<file path="config.mk">
export PLATFORM = sky130hd
export DESIGN_NAME = utxd_crc_bl
export DESIGN_NICKNAME = d
export VERILOG_FILES = /design/src/rtl/utxd_crc_bl.sv
export SDC_FILE = /design/constraint.sdc
export NUM_CORES = 1
export LEC_CHECK = 0
export CAP_MARGIN = 20
export CORE_MARGIN = 10
export CORE_UTILIZATION = 30
export DETAILED_ROUTE_END_ITERATION = 10
export SLEW_MARGIN = 20
export SYNTH_ARGS = -nofsm -noshare
export SYNTH_HDL_FRONTEND = slang
export SYNTH_SLANG_ARGS = --single-unit
</file>
<file path="constraint.sdc">
create_clock -name clk -period 2.51 [get_ports clk]
set_input_delay 0.502 -clock clk [delete_from_list [all_inputs] [get_ports clk]]
set_output_delay 0.502 -clock clk [all_outputs]
set_load 0.03 [all_outputs]
</file>
<file path="src/rtl/utxd_crc_bl.sv">
// UART block transmitter: header, optional memory data, trailing CRC-16.
// Frames are 8N1; the CRC is sent low byte first so the receiver residue is 0.
module utxd_crc_bl #(
  parameter int          NT       = 434,
  parameter logic [15:0] INIT_CRC = 16'hFFFF,
  parameter logic [15:0] POLY     = 16'hA001,
  parameter int          GAP      = 0
) (
  input  logic        clk,
  input  logic        rst,
  input  logic        st,
  input  logic [7:0]  com,
  input  logic [7:0]  lbl,
  input  logic [15:0] adr,
  output logic [15:0] rd_adr,
  input  logic [7:0]  rd_dat,
  output logic        UTXD,
  output logic        busy,
  output logic        en_tx_byte,
  output logic [7:0]  cb_byte,
  output logic [15:0] CRC,
  output logic        ok_tx_bl
);

  localparam int            TW    = $clog2(NT + 1);
  localparam logic [TW-1:0] T_END = TW'(NT - 1);
  localparam logic [15:0]   G_END = 16'(GAP * NT - 1);

  typedef enum logic [2:0] {
    IDLE, LOAD, FRAME, GAPS, DONE
  } state_t;

  state_t        state;
  logic [7:0]    com_r;
  logic [7:0]    lbl_r;
  logic [15:0]   adr_r;
  logic [8:0]    nb;
  logic [8:0]    bcnt;
  logic [8:0]    nxt;
  logic [8:0]    ndat;
  logic [7:0]    sh;
  logic [3:0]    bit_i;
  logic [TW-1:0] tact;
  logic [15:0]   gcnt;
  logic          crc_on;
  logic          is_hd;
  logic          is_dat;
  logic          is_crl;
  logic          bit_end;
  logic          byte_end;

  function automatic logic [15:0] crc_step(
    input logic [15:0] c,
    input logic        b
  );
    return (c[0] ^ b) ? ((c >> 1) ^ POLY) : (c >> 1);
  endfunction

  assign ndat    = (com == 8'h80 || com == 8'h81)
                 ? {1'b0, lbl} : 9'd0;
  assign nxt     = bcnt + 9'd1;
  assign cb_byte = bcnt[7:0];
  assign is_hd   = bcnt < 9'd4;
  assign is_dat  = !is_hd && (bcnt < nb - 9'd2);
  assign is_crl  = bcnt == nb - 9'd2;
  assign bit_end = (state == FRAME) && (tact == T_END);
  assign byte_end =
    (bit_end && bit_i == 4'd9 && GAP == 0) ||
    (state == GAPS && gcnt == G_END);

  always_ff @(posedge clk) begin
    if (rst) begin
      state      <= IDLE;
      UTXD       <= 1'b1;
      busy       <= 1'b0;
      en_tx_byte <= 1'b0;
      ok_tx_bl   <= 1'b0;
      CRC        <= INIT_CRC;
      rd_adr     <= 16'd0;
      bcnt       <= 9'd0;
      nb         <= 9'd6;
      bit_i      <= 4'd0;
      tact       <= '0;
      gcnt       <= 16'd0;
      sh         <= 8'd0;
      crc_on     <= 1'b0;
      com_r      <= 8'd0;
      lbl_r      <= 8'd0;
      adr_r      <= 16'd0;
    end else begin
      unique case (state)
        IDLE: if (st) begin
          com_r  <= com;
          lbl_r  <= lbl;
          adr_r  <= adr;
          nb     <= ndat + 9'd6;
          bcnt   <= 9'd0;
          busy   <= 1'b1;
          CRC    <= INIT_CRC;
          rd_adr <= adr;
          state  <= LOAD;
        end
        LOAD: begin
          state      <= FRAME;
          UTXD       <= 1'b0;
          en_tx_byte <= 1'b1;
          bit_i      <= 4'd0;
          tact       <= '0;
          crc_on     <= is_hd || is_dat;
          unique case (1'b1)
            is_hd: begin
              unique case (bcnt[1:0])
                2'd0: sh <= com_r;
                2'd1: sh <= lbl_r;
                2'd2: sh <= adr_r[15:8];
                2'd3: sh <= adr_r[7:0];
              endcase
            end
            is_dat: begin
              sh     <= rd_dat;
              rd_adr <= rd_adr + 16'd1;
            end
            is_crl:  sh <= CRC[7:0];
            default: sh <= CRC[15:8];
          endcase
        end
        FRAME: begin
          if (bit_end) begin
            tact <= '0;
            if (bit_i == 4'd9) begin
              en_tx_byte <= 1'b0;
              gcnt       <= 16'd0;
              state      <= GAPS;
            end else begin
              bit_i <= bit_i + 4'd1;
              if (bit_i == 4'd8) begin
                UTXD <= 1'b1;
              end else begin
                // data bit leaves LSB first and feeds the CRC as it goes
                UTXD <= sh[0];
                sh   <= {1'b0, sh[7:1]};
                if (crc_on) CRC <= crc_step(CRC, sh[0]);
              end
            end
          end else begin
            tact <= tact + TW'(1);
          end
        end
        GAPS: gcnt <= gcnt + 16'd1;
        DONE: begin
          ok_tx_bl <= 1'b0;
          busy     <= 1'b0;
          state    <= IDLE;
        end
        default: state <= IDLE;
      endcase
      if (byte_end) begin
        bcnt <= nxt;
        if (nxt == nb) begin
          ok_tx_bl <= 1'b1;
          state    <= DONE;
        end else begin
          state <= LOAD;
        end
      end
    end
  end

endmodule

</file>
======== Yosys cells after proc, flatten, opt, wreduce, memory -nomap -nowiden ========
Cells that the tools add are included.
word-level totals
  word-level logic and storage cells ...... 127
  output and inout bits ................... 44
  flip-flop bits (word level) ............. 127
  bits of input ports ..................... 43
operators by class
  eq/ne operators ......................... 26
  mux-type cells .......................... 46
  add/sub/neg operators ................... 7
  reductions and logical operators ........ 27
  magnitude comparators ................... 2
  bitwise logic cells ..................... 2
operators by type and width
  operator                                                    count
  two-way mux 16 bit                                          10
  one-hot mux 16 bit (2 select lines)                         3
  two-way mux 9 bit                                           4
  adder 16 x 1 -> 16 bit, second input constant               2
  two-way mux 8 bit                                           4
  one-hot mux 8 bit (4 select lines)                          1
  one-hot mux 8 bit (3 select lines)                          1
  adder 9 x 1 -> 9 bit, second input constant                 2
  equality test 9 bit                                         2
  one-hot mux 9 bit (2 select lines)                          1
  equality test 16 bit, second input constant                 1
  equality test 8 bit, second input constant                  2
  one-hot mux 8 bit (2 select lines)                          1
  two-way mux 3 bit                                           5
  != test 2 bit, second input constant                        7
  nonzero test 2 bit                                          7
  one-hot mux 3 bit (4 select lines)                          1
  AND reduction 3 bit                                         4
  adder 8 x 3 -> 9 bit, second input constant                 1
  equality test 9 bit, second input constant                  1
  less-than comparator 9 x 3 -> 1 bit, second input constant  1
  less-than comparator 9 bit                                  1
  two-way mux 1 bit                                           9
  subtractor 9 x 2 -> 9 bit, second input constant            1
  23 further kinds                                            38

======== Depth between registers and ports, before layout ========
Gate-level depths: netlist of run 1.
  depth in word-level cells ............... 7
  depth in mapped cells ................... 12
  depth with buffers taken out ............ 11

======== Least setup slack after synthesis of run 1 ========
OpenSTA, ideal clock, no wires.
  kind .................................... register to register
  start point ............................. register nb[3]
  end point ............................... register sh[2]
  buffers on the path ..................... 1
  required time ........................... 2.407 ns
  data arrival time ....................... 2.601 ns
  cell stages (with the launch flop) ...... 12
  period minus slack after synthesis ...... 2.705 ns
  slack ................................... -0.195 ns
  library setup time ...................... 0.103 ns
  cells stage by stage .................... dfxtp_1 > clkbuf_1 > nor4_1 > nand2_1 > xor2_1 > ha_1 > nand4_1 > nor4_4 > nor2_1 > a211oi_4 > a221oi_1 > a2111oi_2
on the way
  word-level cells in the longest chain between the ends .. 5
  elaborated cells on any way between the ends .. 6
  classes of those cells .................. add/sub: 1; order compare: 1; eq/ne: 1; mux: 2; reduce/logical: 1
RTL lines
  what                                  line    source
  from (decl)                           37      logic [8:0] nb;
  from (signal assigned)                96      nb <= ndat + 9'd6;
  subtractor 9 x 2 -> 9 bit *           64, 65
  less-than comparator 9 bit            64      assign is_dat = !is_hd && (bcnt < nb - 9'd2);
  logical AND 1 bit                     64
  one-hot mux 8 bit (3 select lines) *  110     unique case (1'b1)
  one-hot mux 8 bit (2 select lines) *  91      unique case (state)
  to (signal assigned)                  113     2'd0: sh <= com_r;
  to (signal assigned)                  114     2'd1: sh <= lbl_r;
  to (signal assigned)                  115     2'd2: sh <= adr_r[15:8];
  to (decl)                             41      logic [7:0] sh;
Every way passes the cells marked *; elsewhere a longest branch is shown, timed or not.
A chain may end at the register's enable or synchronous reset.

======== Worst setup path in the final report of run 1 ========
  start point ............................. register nb[4]
  end point ............................... register rd_adr[12]
on the way
  word-level cells in the longest chain between the ends .. 5
RTL lines
  what                           line  source
  subtractor 9 x 2 -> 9 bit      64
  less-than comparator 9 bit     64
  logical AND 1 bit              64
  != test 2 bit (no line)        --
  AND reduction 3 bit (no line)  --
  to (signal assigned)           100   rd_adr <= adr;
  to (signal assigned)           121   rd_adr <= rd_adr + 16'd1;
  to (decl)                      15    output logic [15:0] rd_adr,
No other way between the ends.

==> impl_metrics.toml, run 1 <==
[power]
p_leak_nw = 3.38
p_per_area_nw_per_um2 = 639
ir_drop_mv = 0.405
total_power_w = 0.00583

[die]
die_w_um = 171
core_um2 = 22600
rows = 55
die_area_um2 = 29200
start_util = 0.303
die_y_um = 171
ios = 87

[synth]
synth_cells = 867
synth_edf_count = 0
yosys.area_share.simple = 0.266
synth_compound_area_frac = 0.220
ys_seq_area_frac = 0.372
synth.avg_cell_area_um2 = 7.89
synthMuxAreaShare = 0.00293
synth_cell_types = 71
synth_xor_area_frac = 0.0486
synth_nets = 932
synth_top_family_by_area = "simple AND/OR/NAND/NOR gates"
yosysWarnings = 0
async_flop_share = 0
netlist_area_um2 = 6840
synth_fa_ha_area_frac = 0.0402
synthFlopType = "dfxtp_1"
ys_ff_latch = 127

[clock_network]
clock_sinks = 127
hold_buffers = 0
cts-root-buf = "clkbuf_16"
cts_max_path_buffers = 2
path_clk_slew_ps = 60
htree_num_levels = 4
cts_tree = "done"
clk_latency_ps = 420
cts_buffers = 17

[grt]
grt_pass1_vias = 6498
grt_max_degree = 38
grtUsageTotal = 0.147
gr-total-overflow = 0
top_usage_layer = "met2"
grt_util_met3 = 0.0392
grt_pass1_wl_um = 34700
antenna_found_initial = 0
use_met2 = 0.237
use_met1 = 0.189

[timing]
skew_ps = 11.9
slew_viol_final = 0
fmax_ghz = 0.371
worst_slack_ps = -183
hold_viol_final = 0
post-route-period-util = 1.07
rsz0062_at_grt = "true"
worst_slew_pin_slew_ps = 579
holdWs_ps = 429
slew_headroom = 0.614
setup-violations-final = 20
fin_crit_ps = 2690

[worst_setup_path]
crit_path_end_kind = "register"
crit_fanout = 5
crit_required_ps = 2820
crit_arrival_ps = 3000
reg2reg_depth = 11
crit_type = "reg2reg"
worst_setup_path_start_kind = "register"

[min_path]
min_path_type = "in2reg"
hold_depth = 2

[detailed_routing]
ant_nets = 0
avgViaCountPerCell = 5.24
drt_iter0_drc = 473
drtPass1Iterations = 6
drcViolationCount = 0
finalWirelength_um = 21500
vias = 6704
post_drt_wl_per_cell_um = 16.8

[cells_and_area]
final_common_cell = "nand2_1"
area_delta_synth_final_pct = 33.2
fin_cells = 1280
nets = 1048
antenna-diode-count = 0
layout_common_cells = "nand2_1 (126), dfxtp_1 (123), nor2_1 (111), clkdlybuf4s50_1 (85), a21oi_1 (80)"
fillers = 2270
final_layout_size_suffix_gt1_frac = 0.140
final_area_um2 = 9120

[placed_design]
dp_hpwl_um = 15700
place_inst = 1244
postPlaceCellArea_um2 = 8330
place_congestion = 0.864
portBuffers = 86
dp_worst_setup_slack_ps = -314

[outcome]
status = "finished, violations left"
violations = "setup timing"

[run]
drv_cap = 0
cell usage after synthesis (all sizes together), types with 18 or more instances:
library cell  count  area (um2)
nand3            30         150
xor2             20         175
nor3             31         155
xnor2            18         158
dfxtp           127        2540
a21oi            83         423
buf              29         178
ha               22         275
nor2            114         444
nand2           128         485
clkbuf           30         113
o21ai            35         175
worst paths after layout:
check / end / from / slack, ps
max: rd_adr[12]$_SDFFE_PP0P_ / nb[4]$_SDFFE_PP0P_ / -180
min: nb[8]$_SDFFE_PP0P_ / rst / 430
max reg2reg: rd_adr[12]$_SDFFE_PP0P_ / nb[4]$_SDFFE_PP0P_ / -180
min reg2reg: adr_r[13]$_SDFFE_PP0P_ / adr_r[13]$_SDFFE_PP0P_ / 450
state kept, by name, indices dropped and copies added (netlist names), 4 cells and up:
signal / flops
lbl_r: 8
gcnt: 16
sh: 8
bit_i: 4
nb: 9
tact: 9
bcnt: 9
rd_adr: 16
adr_r: 16
com_r: 8
CRC: 16
cells by family after synthesis:
group,after synthesis
XOR/XNOR,38
buffers and inverters,74
AND/OR/NAND/NOR,381
flip-flops,127
AO/OA/AOI/OAI,223
multiplexers,2
adder cells (fa/ha/maj),22
what timing repair did:
action | in CTS | in global routing
setup buffers | 4 | 0
resized for setup | 10 | 7
pin swaps | 7 | 7
cloned | 1 | 0
endpoints found under the setup margin | 22 | 26
metrics by stage:
step           TNS [ps]  utilization
2_1_floorplan      -356            -
3_3_place_gp      -3000        0.369
3_5_place_dp      -3990        0.369
4_1_cts           -1670        0.402
5_1_grt           -7020        0.404
6_report          -2010        0.404
power by group:
group	switching (W)	total [W]	internal, W
logic	0.000467	0.000813	0.000347
clock network	0.000920	0.00283	0.00191
registers	0.0000813	0.00218	0.00210
total	0.00147	0.00583	0.00436
worst max-delay path, stage by stage, from the launching register on:
cell and delay (ps):
dfxtp_2 340, nor4_4 310, nand2_1 100, xor2_1 150
ha_1 300, buf_4 150, nand3_1 50, nand2_1 110
or3_4 470, nor2_4 220, nand3_1 110, a32o_1 270
layout make-up:
| class | count | area [um2] | area share |
|---|---|---|---|
| multi-input cells | 667 | 4050 | 0.445 |
| flip-flops and latches | 127 | 2550 | 0.280 |
| repair buffers | 155 | 1430 | 0.157 |
| clock buffers | 21 | 460 | 0.0505 |
| well taps | 285 | 357 | 0.0391 |
| clock inverters | 10 | 209 | 0.0229 |
| inverters | 15 | 56.3 | 0.00618 |
routing by layer:
metal | wire (um) | vias up
met5 | 0 | -
met4 | 267 | 0
met3 | 1280 | 24
met2 | 10300 | 160
met1 | 9720 | 3193
li1 | - | 3327
(Power assumes the default switching activity.)
==> run 2: changes to the inputs <==
--- a/config.mk
+++ b/config.mk
@@ -9,6 +9,7 @@
 export CORE_MARGIN = 10
 export CORE_UTILIZATION = 30
 export DETAILED_ROUTE_END_ITERATION = 10
+export PLACE_DENSITY = 0.59
 export SLEW_MARGIN = 20
 export SYNTH_ARGS = -nofsm -noshare
 export SYNTH_HDL_FRONTEND = slang
==> impl_metrics.toml, run 2 (synthesized netlist as in run 1, its figures left out) <==
[clock_network]
cts_max_path_buffers = 2
clock_sinks = 127
path_clk_slew_ps = 70
htree_num_levels = 4
cts-root-buf = "clkbuf_16"
cts_tree = "done"
clk_latency_ps = 430
cts_buffers = 17

[detailed_routing]
avgViaCountPerCell = 5.27
finalWirelength_um = 21400
drcViolationCount = 0
drt_iter0_drc = 534
vias = 6762
drtPass1Iterations = 7
ant_nets = 0
post_drt_wl_per_cell_um = 16.7

[cells_and_area]
final_area_um2 = 9210
fillers = 2247
area_delta_synth_final_pct = 34.6
final_common_cell = "nand2_1"
nets = 1050
multi_input_area_um2 = 4180
final_layout_size_suffix_gt1_frac = 0.163
final-seq-area_um2 = 2550
antenna-diode-count = 0
layout_common_cells = "nand2_1 (123), dfxtp_1 (122), nor2_1 (109), clkdlybuf4s50_1 (85), a21oi_1 (80)"

[grt]
antenna_found_initial = 0
grt_max_degree = 57
grt_pass1_vias = 6441
top_usage_layer = "met2"
grt_util_met3 = 0.0346
use_met2 = 0.231
grtUsageTotal = 0.145
grt_pass1_wl_um = 34200
gr-total-overflow = 0
use_met1 = 0.189

[worst_setup_path]
crit_path_max_incr_delay_ps = 390
crit_arrival_ps = 3000
reg2reg_depth = 11
crit_fanout = 5
crit_path_end_kind = "register"
slowest_stage = "or3_4"
worstPathCellList = "nor4_4 > nand2_1 > xor2_1 > ha_1 > nand4_1 > nor4_4 > buf_4 > or3_4 > nor2_4 > a221oi_2 > a2111oi_2"
crit_required_ps = 2830
worst_setup_path_start_kind = "register"
crit_path_frequent_cell = "nor4_4"
crit_type = "reg2reg"

[min_path]
hold_depth = 2
min_path_type = "in2reg"

[die]
start_util = 0.303
die_w_um = 171
core_um2 = 22600
ios = 87
die_area_um2 = 29200
rows = 55
die_y_um = 171

[power]
p_sw_frac = 0.289
seqPwrFrac = 0.394
internal_power_w = 0.00395
p_per_area_nw_per_um2 = 603
ir_drop_mv = 0.415
p_leak_nw = 3.41
power_frac_comb = 0.149
clkPwrFrac = 0.458
netSwitchingPower_w = 0.00161

[timing]
slew_headroom = 0.608
fin_setup_tns_ps = -1820
worst_slack_ps = -165
worst_slew_pin_slew_ps = 583
fin_crit_ps = 2670
post-route-period-util = 1.07
fmax_ghz = 0.374
slew_viol_final = 0
rsz0062_at_grt = "true"
skew_ps = 16.3
hold_viol_final = 0
setup-violations-final = 21

[placed_design]
postPlaceCellArea_um2 = 8330
dp_hpwl_um = 15200
portBuffers = 86
place_congestion = 0.861

[run]
drv_cap = 0

[outcome]
status = "finished, violations left"
violations = "setup timing"
-- run 2: critical path: cells and delay by family, from the launching register on --
kind,cells,cell delay (ps)
adder cells (fa/ha/maj),1,320
AO/OA/AOI/OAI,2,380
flip-flops,1,340
XOR/XNOR,1,160
buffers and inverters,1,130
AND/OR/NAND/NOR,6,1240
-- run 2: layout make-up --
type / count / share of cell area
multi-input cells: 667 / 0.454
flip-flops and latches: 127 / 0.277
repair buffers: 157 / 0.160
clock buffers: 17 / 0.0462
well taps: 285 / 0.0387
clock inverters: 15 / 0.0189
inverters: 15 / 0.00611
-- run 2: worst paths after layout --
check / end / from / slack (ps)
max: sh[4]$_SDFFE_PP0P_ / nb[6]$_SDFFE_PP0P_ / -160
min: rd_adr[10]$_SDFFE_PP0P_ / rst / 440
max reg2reg: sh[4]$_SDFFE_PP0P_ / nb[6]$_SDFFE_PP0P_ / -160
min reg2reg: adr_r[0]$_SDFFE_PP0P_ / adr_r[0]$_SDFFE_PP0P_ / 460
-- run 2: layer usage --
layer	routed length [um]	vias up
li1	-	3332
met1	9710	3192
met2	10000	213
met3	1400	25
met4	262	0
met5	0	-
-- run 2: per-stage QoR --
| stage | instances | worst slack [ps] | hold slack, ps | util | power (W) |
|---|---|---|---|---|---|
| 6_report | 1283 | -165 | 437 | 0.408 | 0.00555 |
| 3_3_place_gp | 1243 | -285 | 442 | 0.369 | 0.00300 |
| 4_1_cts | 1281 | -169 | 441 | 0.403 | 0.00557 |
| 3_5_place_dp | 1243 | -317 | 450 | 0.369 | 0.00301 |
| 5_1_grt | 1283 | -335 | 461 | 0.408 | 0.00574 |
| 2_1_floorplan | 867 | -60.2 | 436 | - | 0.00267 |
-- run 2: power by group through the flow --
stage	combinational (W)	sequential [W]	clock, W
after floorplan	0.000419	0.00225	0
after global placement	0.000777	0.00222	0
after detailed placement	0.000781	0.00223	0
after CTS	0.000813	0.00218	0.00257
after global routing	0.000898	0.00220	0.00265
final	0.000824	0.00218	0.00254
-- run 2: what timing repair did --
item | 4_1_cts | 5_1_grt
endpoints found under the setup margin | 23 | 28
resized for setup | 25 | 17
pin swaps | 17 | 10
setup buffers | 5 | 2
cloned | 1 | 0
hold buffers | 0 | 0
hold endpoints to repair | 0 | 0
